$ cat config.mk
export PLATFORM = sky130hd
export DESIGN_NAME = gray2bin_pipe
export DESIGN_NICKNAME = d
export VERILOG_FILES = /design/src/rtl/gray_pkg.sv /design/src/rtl/gray_step_chk.sv /design/src/rtl/gray2bin_pipe.sv
export SDC_FILE = /design/constraint.sdc
export NUM_CORES = 1
export LEC_CHECK = 0
export CORE_AREA = 5 5 42 44
export CTS_BUF_LIST = sky130_fd_sc_hd__clkbuf_4 sky130_fd_sc_hd__clkbuf_8
export DETAILED_ROUTE_END_ITERATION = 16
export DIE_AREA = 0 0 47 49
export PLACE_DENSITY = 0.68
export SLEW_MARGIN = 25
export SYNTH_ARGS = -nofsm -noshare
export SYNTH_HDL_FRONTEND = slang
export SYNTH_HIERARCHICAL = 1
export SYNTH_SLANG_ARGS = --single-unit
$ cat constraint.sdc
create_clock -name clk -period 1 [get_ports clk]
set_input_delay 0.15 -clock clk [delete_from_list [all_inputs] [get_ports clk]]
set_output_delay 0.15 -clock clk [all_outputs]
set_load 0.005 [all_outputs]
$ cat src/rtl/gray_pkg.sv
// Shared widths and Gray/binary conversion helpers for the Gray decode path.
// gray_to_bin is width-generic: zero-extended inputs decode correctly at any width up to GRAY_W_MAX.
package gray_pkg;

  localparam int unsigned GRAY_W_DEFAULT = 4;
  localparam int unsigned GRAY_W_MAX     = 16;
  localparam int unsigned ERR_CNT_W      = 8;

  // XOR prefix from the MSB down; leading zeros leave the low bits unaffected.
  function automatic logic [GRAY_W_MAX-1:0] gray_to_bin(input logic [GRAY_W_MAX-1:0] g);
    logic [GRAY_W_MAX-1:0] b;
    b = '0;
    b[GRAY_W_MAX-1] = g[GRAY_W_MAX-1];
    for (int i = int'(GRAY_W_MAX) - 2; i >= 0; i--) begin
      b[i] = b[i+1] ^ g[i];
    end
    return b;
  endfunction

  function automatic logic [GRAY_W_MAX-1:0] bin_to_gray(input logic [GRAY_W_MAX-1:0] b);
    return b ^ (b >> 1);
  endfunction

endpackage

$ cat src/rtl/gray_step_chk.sv
// Step checker: flags accepted values that move by more than one count (mod 2^WIDTH)
// from the previous accepted value, and keeps a saturating error count.
module gray_step_chk
  import gray_pkg::*;
#(
  parameter int unsigned WIDTH = GRAY_W_DEFAULT
) (
  input  logic                 clk,
  input  logic                 rst,
  input  logic                 accept_i,
  input  logic [WIDTH-1:0]     value_i,
  output logic                 step_err_c,
  output logic [ERR_CNT_W-1:0] err_cnt_o
);

  logic [WIDTH-1:0]     prev_q, prev_d;
  logic                 have_prev_q, have_prev_d;
  logic [ERR_CNT_W-1:0] err_cnt_q, err_cnt_d;
  logic [WIDTH-1:0]     diff_c;
  logic                 legal_c;

  // Modular distance; hold, +1 and -1 (including wrap) are legal moves.
  always_comb begin
    diff_c     = value_i - prev_q;
    legal_c    = (diff_c == '0) || (diff_c == WIDTH'(1)) || (diff_c == '1);
    step_err_c = accept_i && have_prev_q && !legal_c;
  end

  always_comb begin
    prev_d      = prev_q;
    have_prev_d = have_prev_q;
    err_cnt_d   = err_cnt_q;
    if (accept_i) begin
      prev_d      = value_i;
      have_prev_d = 1'b1;
      if (step_err_c && (err_cnt_q != '1)) begin
        err_cnt_d = err_cnt_q + ERR_CNT_W'(1);
      end
    end
  end

  always_ff @(posedge clk) begin
    if (rst) begin
      prev_q      <= '0;
      have_prev_q <= 1'b0;
      err_cnt_q   <= '0;
    end else begin
      prev_q      <= prev_d;
      have_prev_q <= have_prev_d;
      err_cnt_q   <= err_cnt_d;
    end
  end

  assign err_cnt_o = err_cnt_q;

endmodule

$ cat src/rtl/gray2bin_pipe.sv
// Streaming Gray-to-binary decoder, one register stage with valid/ready handshake.
// Optional step checker built when GRAY_STEP_CHECK_EN is defined; otherwise step_err/err_cnt are tied to 0.
module gray2bin_pipe
  import gray_pkg::*;
#(
  parameter int unsigned WIDTH = GRAY_W_DEFAULT
) (
  input  logic                 clk,
  input  logic                 rst,
  input  logic [WIDTH-1:0]     gr,
  input  logic                 in_valid,
  output logic                 in_ready,
  output logic [WIDTH-1:0]     bin,
  output logic                 out_valid,
  input  logic                 out_ready,
  output logic                 step_err,
  output logic [ERR_CNT_W-1:0] err_cnt
);

  logic [WIDTH-1:0] bin_q, bin_d;
  logic             out_valid_q, out_valid_d;
  logic             step_err_q, step_err_d;
  logic [WIDTH-1:0] dec_c;
  logic             accept_c;
  logic             deliver_c;
  logic             chk_err_c;

  always_comb begin
    dec_c     = WIDTH'(gray_to_bin(GRAY_W_MAX'(gr)));
    in_ready  = !out_valid_q || out_ready;
    accept_c  = in_valid && in_ready;
    deliver_c = out_valid_q && out_ready;
  end

`ifdef GRAY_STEP_CHECK_EN
  gray_step_chk #(
    .WIDTH(WIDTH)
  ) u_step_chk (
    .clk       (clk),
    .rst       (rst),
    .accept_i  (accept_c),
    .value_i   (dec_c),
    .step_err_c(chk_err_c),
    .err_cnt_o (err_cnt)
  );
`else
  assign chk_err_c = 1'b0;
  assign err_cnt   = '0;
`endif

  // Accept overrides deliver so a back-to-back beat replaces the old one in place.
  always_comb begin
    bin_d       = bin_q;
    out_valid_d = out_valid_q;
    step_err_d  = step_err_q;
    if (accept_c) begin
      bin_d       = dec_c;
      out_valid_d = 1'b1;
      step_err_d  = chk_err_c;
    end else if (deliver_c) begin
      out_valid_d = 1'b0;
      step_err_d  = 1'b0;
    end
  end

  always_ff @(posedge clk) begin
    if (rst) begin
      bin_q       <= '0;
      out_valid_q <= 1'b0;
      step_err_q  <= 1'b0;
    end else begin
      bin_q       <= bin_d;
      out_valid_q <= out_valid_d;
      step_err_q  <= step_err_d;
    end
  end

  assign bin       = bin_q;
  assign out_valid = out_valid_q;
  assign step_err  = step_err_q;

endmodule

Word level (Yosys, flattened, before mapping)
Index checks and enable logic that the tools add are counted.
{"block": "word_totals", "regBits": 5, "in_bits": 8}
{"block": "op_classes", "muxes": 2, "bitwise_logic": 3, "n_reduce_logical": 5}
{"op": "1-bit XOR", "n": 3}
{"op": "1-bit logical AND", "n": 2}
{"op": "1-bit 2-to-1 mux", "n": 2}
{"op": "2-bit nonzero test", "n": 1}
{"op": "1-bit zero test", "n": 1}
{"op": "1-bit logical OR", "n": 1}

Depth between registers and ports, before layout
{"block": "depth", "ltp_word": 4, "mapped_depth": 4, "mapped_depth_nobuf": 4}

Worst setup path after synthesis
OpenSTA, ideal clock, no wires.
{"block": "synth_path", "path_type": "flip-flop to flip-flop", "from": "register out_valid_q (netlist: out_valid)", "to": "register bin_q[1] (netlist: bin[1])", "setup_time_ps": 57, "arrival_ps": 1032, "required_time_ps": 943, "path_slack_ps": -89, "stages_incl_launch_ff": 5, "n_path_buf": 0, "period_less_slack_ps": 1089, "cell_sequence": "dfxtp_1 > nor2b_1 > clkinv_1 > a21boi_0 > o21ba_2"}
{"block": "synth_via", "elab_chain_len": 3}
{"element": "from (decl)", "line": "gray2bin_pipe.sv:21", "rtl": "logic out_valid_q, out_valid_d;"}
{"element": "from (signal assigned)", "line": "gray2bin_pipe.sv:73", "rtl": "out_valid_q <= out_valid_d;"}
{"element": "1-bit zero test", "line": "gray2bin_pipe.sv:30", "rtl": "in_ready = !out_valid_q || out_ready;"}
{"element": "1-bit logical OR", "line": "gray2bin_pipe.sv:30"}
{"element": "named net in_ready", "line": "gray2bin_pipe.sv:12", "rtl": "output logic in_ready,"}
{"element": "1-bit logical AND", "line": "gray2bin_pipe.sv:31", "rtl": "accept_c = in_valid && in_ready;"}
{"element": "to (signal assigned)", "line": "gray2bin_pipe.sv:72", "rtl": "bin_q <= bin_d;"}
{"element": "to (decl)", "line": "gray2bin_pipe.sv:20", "rtl": "logic [WIDTH-1:0] bin_q, bin_d;"}
The timed path passes the listed nets, and every way through them passes these cells.
A chain may end at the register's enable or synchronous reset.

Worst setup path in the final report
{"block": "layout_path", "from": "input in_valid", "to": "register bin_q[1] (netlist: bin[1])"}
{"block": "layout_via", "elab_chain_len": 1}
{"element": "from (decl)", "line": "gray2bin_pipe.sv:11", "rtl": "input logic in_valid,"}
{"element": "1-bit logical AND", "line": "gray2bin_pipe.sv:31"}
Every way passes these cells.

==> impl_metrics.csv <==
group,metric,value,unit
finish,final_core_util,37.23,%
timing,skew,0.007176,ns
timing,timing.final.max_slew_violations,0,
finish,seq_area,101.3,um^2
die,die_area,2303,um^2
critical_path,reg2reg_from,"out_valid",
placement,place_congestion,0.7472,
power_and_ir_drop,total_power,0.6577,mW
synthesis,synthMuxAreaShare,0,%
power_and_ir_drop,ir_worst_vdd,0.8556,mV
critical_path,rr_worst_depth,5,
finish,num-nets-final,64,
die,die_h,49,um
clock_network,clockBufferDepth,2,
drt,drc,0,
timing,rsz0062_at_grt,"true",
synthesis,synth_top_family_by_area,"buffers and inverters",
power_and_ir_drop,power_frac_comb,25.7,%
critical_path,critical-path-slowest-cell,"clkdlybuf4s50_1",
clock_network,root_buffer,"clkbuf_4",
placement,portBuffers,13,
critical_path,reg2reg_to,"bin[0]",
power_and_ir_drop,internal_power,0.4937,mW
synthesis,ys_ff_latch,5,
synthesis,seq_area_frac_synth,33.90,%
placement,dp_cells,66,
clock_network,cts-hold-fix-buffers,0,
job,cap_violations,0,
drt,drt-met1-wl,278,um
critical_path,cp_top_family,"buffers and inverters",
finish,nFillCells,155,
finish,n_antenna_cell,0,
die,coreArea,1401,um^2
power_and_ir_drop,p_sw_share,24.93,%
critical_path,startpoint_type,"input port",
die,start_util,21.07,%
clock_network,cts_buffers,3,
outcome,failed_checks,"setup timing",
drt,num_vias,278,
timing,period_needed,1.039,ns
drt,dr_wl_met3,82,um
critical_path,cp.required,1.18,ns
drt,dr.first_iter.drc_count,4,
global_route,grt_pass1_wl,1.152,mm
critical_path,slowest_delay,0.60,ns
critical_path,path_cells,"clkdlybuf4s50_1 > inv_1 > nor3_2 > o21ba_2",
synthesis,yosysUniqueCellTypes,16,
critical_path,cp_max_fo,5,
synthesis,syn_area,295.3,um^2
die,rows,14,
drt,firstDrtPassIters,2,
power_and_ir_drop,p_switching,0.1639,mW
drt,wire_per_inst,10.52,um
drt,drt-vias-per-instance,3.915,
critical_path,cp_num_cells,4,
synthesis,synth_compound_area_share,20.34,%
timing,fmax,962.6,MHz
die,fp.dieW,47,um
critical_path,crit_type,"in -> reg",
die,ios,23,
drt,finalWirelength,747,um
synthesis,yosys.area_share.xor_xnor,13.56,%
timing,fin_ws,-0.03880,ns
clock_network,cts_tree,"done",
outcome,outcome,"finished with violations",
power_and_ir_drop,p_leak,0.2438,nW
power_and_ir_drop,p_seq_share,34.4,%
min_path,hold_class,"in -> reg",
timing,fin_crit_sh,103.9,%
clock_network,clk_pin_slew_worst_paths,0.05,ns
power_and_ir_drop,p_clk_share,39.8,%
global_route,gr-total-overflow,0,
timing,hold_viol,0,
clock_network,insertion_delay,0.24,ns
synthesis,synth_simple_gate_area_share,5.508,%
clock_network,htree_levels,1,
critical_path,path_buf_inv,2,
synthesis,syn_avg_cell_area,9.228,um^2
timing,finalSetupViolCount,4,
finish,multi_input_area,190.2,um^2
global_route,antenna_found_initial,0,
synthesis,yosysWarningCount,6,
finish,areaGrowthSynthToFinish,76.69,%
finish,fin_cells,71,
critical_path,cp-end-kind,"flop",
critical_path,crit_path_start,"in_valid",
global_route,grt_usage,7.128,%
finish,drive_above_1_share,41.82,%
global_route,grt_max_degree,8,
power_and_ir_drop,power_density,1260,nW/um^2
critical_path,arrival,1.22,ns
critical_path,reg2reg_slack,-0.04,ns
synthesis,synth_adder_area_share,0,%
drt,top_layer,"met3",
drt,dr_wl_met2,387,um
global_route,grt_pass1_vias,275,
drt,ant_nets,0,
clock_network,clock-sinks,5,
critical_path,endpoint,"bin[1]",
synthesis,syn_inst,32,
==> Yosys cell counts, drive strengths merged <==
cell | instances | area (um^2)
buf | 9 | 67.56
dfxtp | 5 | 100.1
a21oi | 4 | 20.02
a311oi | 2 | 17.52
a21boi | 1 | 7.510
clkinv | 1 | 3.750
conb | 1 | 3.750
inv | 1 | 3.750
nand3 | 1 | 5.000
nor2b | 1 | 6.260
nor3 | 1 | 5.000
o21ai | 1 | 5.000
o21ba | 1 | 10.01
xnor2 | 1 | 8.760
xnor3 | 1 | 22.52
xor2 | 1 | 8.760
==> cell usage in the layout (no fill, tap or decap), types with 2 or more instances in the layout <==
cell | Yosys | layout
a21oi_1 | 4 | 2
a21oi_2 | 0 | 2
a311oi_2 | 0 | 2
buf_4 | 9 | 7
clkbuf_4 | 0 | 4
clkdlybuf4s15_1 | 0 | 4
clkdlybuf4s50_1 | 0 | 3
conb_1 | 1 | 9
dfxtp_1 | 5 | 4
dlygate4sd2_1 | 0 | 5
==> routing by layer <==
layer  vias up  GRT usage, %
met5         -             0
met1       124         7.743
met3         0         5.904
li1        138             -
met2        16         10.63
met4         0         1.382
==> power groups by stage <==
| stage | sequential [mW] | combinational [mW] | clock (mW) |
|---|---|---|---|
| 2_1_floorplan | 0.228 | 0.0821 | 0 |
| 3_3_place_gp | 0.227 | 0.156 | 0 |
| 3_5_place_dp | 0.227 | 0.159 | 0 |
| 4_1_cts | 0.223 | 0.152 | 0.267 |
| 5_1_grt | 0.228 | 0.187 | 0.280 |
| 6_report | 0.226 | 0.169 | 0.262 |
==> area by class of cell <==
cell class / count / share of cell area [%]
clock buffers: 4 / 5.755
multi-input cells: 24 / 36.45
flip-flops and latches: 5 / 19.42
well taps: 16 / 3.837
repair buffers: 20 / 32.85
inverters: 2 / 1.679
==> worst min-delay path by stage <==
stage                start     end  slack, ns  cells after the start
global placement    bin[3]  bin[3]       0.47                      2
global route         gr[3]  bin[3]       0.51                      4
finish               gr[3]  bin[3]       0.46                      4
floorplan              rst  bin[3]       0.22                      1
CTS                  gr[3]  bin[3]       0.46                      4
detailed placement  bin[3]  bin[3]       0.49                      2
==> flip-flops by register name (all words and copies together) (netlist names) <==
signal	count
out_valid	1
bin	4
==> cells by family after synthesis <==
kind of cell           after synthesis
AO/OA/AOI/OAI                        9
XOR/XNOR                             3
buffers and inverters               11
flip-flops                           5
other                                1
AND/OR/NAND/NOR                      3
==> tightest hold or removal path, stage by stage <==
cell	delay [ns]
dlygate4sd2_1	0.25
buf_4	0.14
nand3_1	0.06
a21oi_1	0.06
==> stage by stage <==
step	cell area [um^2]	setup WS [ns]	TNS (ns)	hold WS (ns)
2_1_floorplan	329.1	0.001063	0	0.2191
3_3_place_gp	456.7	-0.5456	-2.035	0.4675
3_5_place_dp	456.7	-0.5699	-2.116	0.4854
4_1_cts	496.7	-0.1122	-0.1422	0.4614
5_1_grt	521.8	-0.1025	-0.4267	0.5065
6_report	521.8	-0.03880	-0.1133	0.4599
==> what timing repair did <==
item                                   in CTS  in global routing
setup endpoints to repair                   9                  5
setup buffers                               1                  0
gates resized for setup                    18                  9
pin swaps                                   6                  1
endpoints found under the hold margin       0                  0
Power figures use the tool's default switching activity.
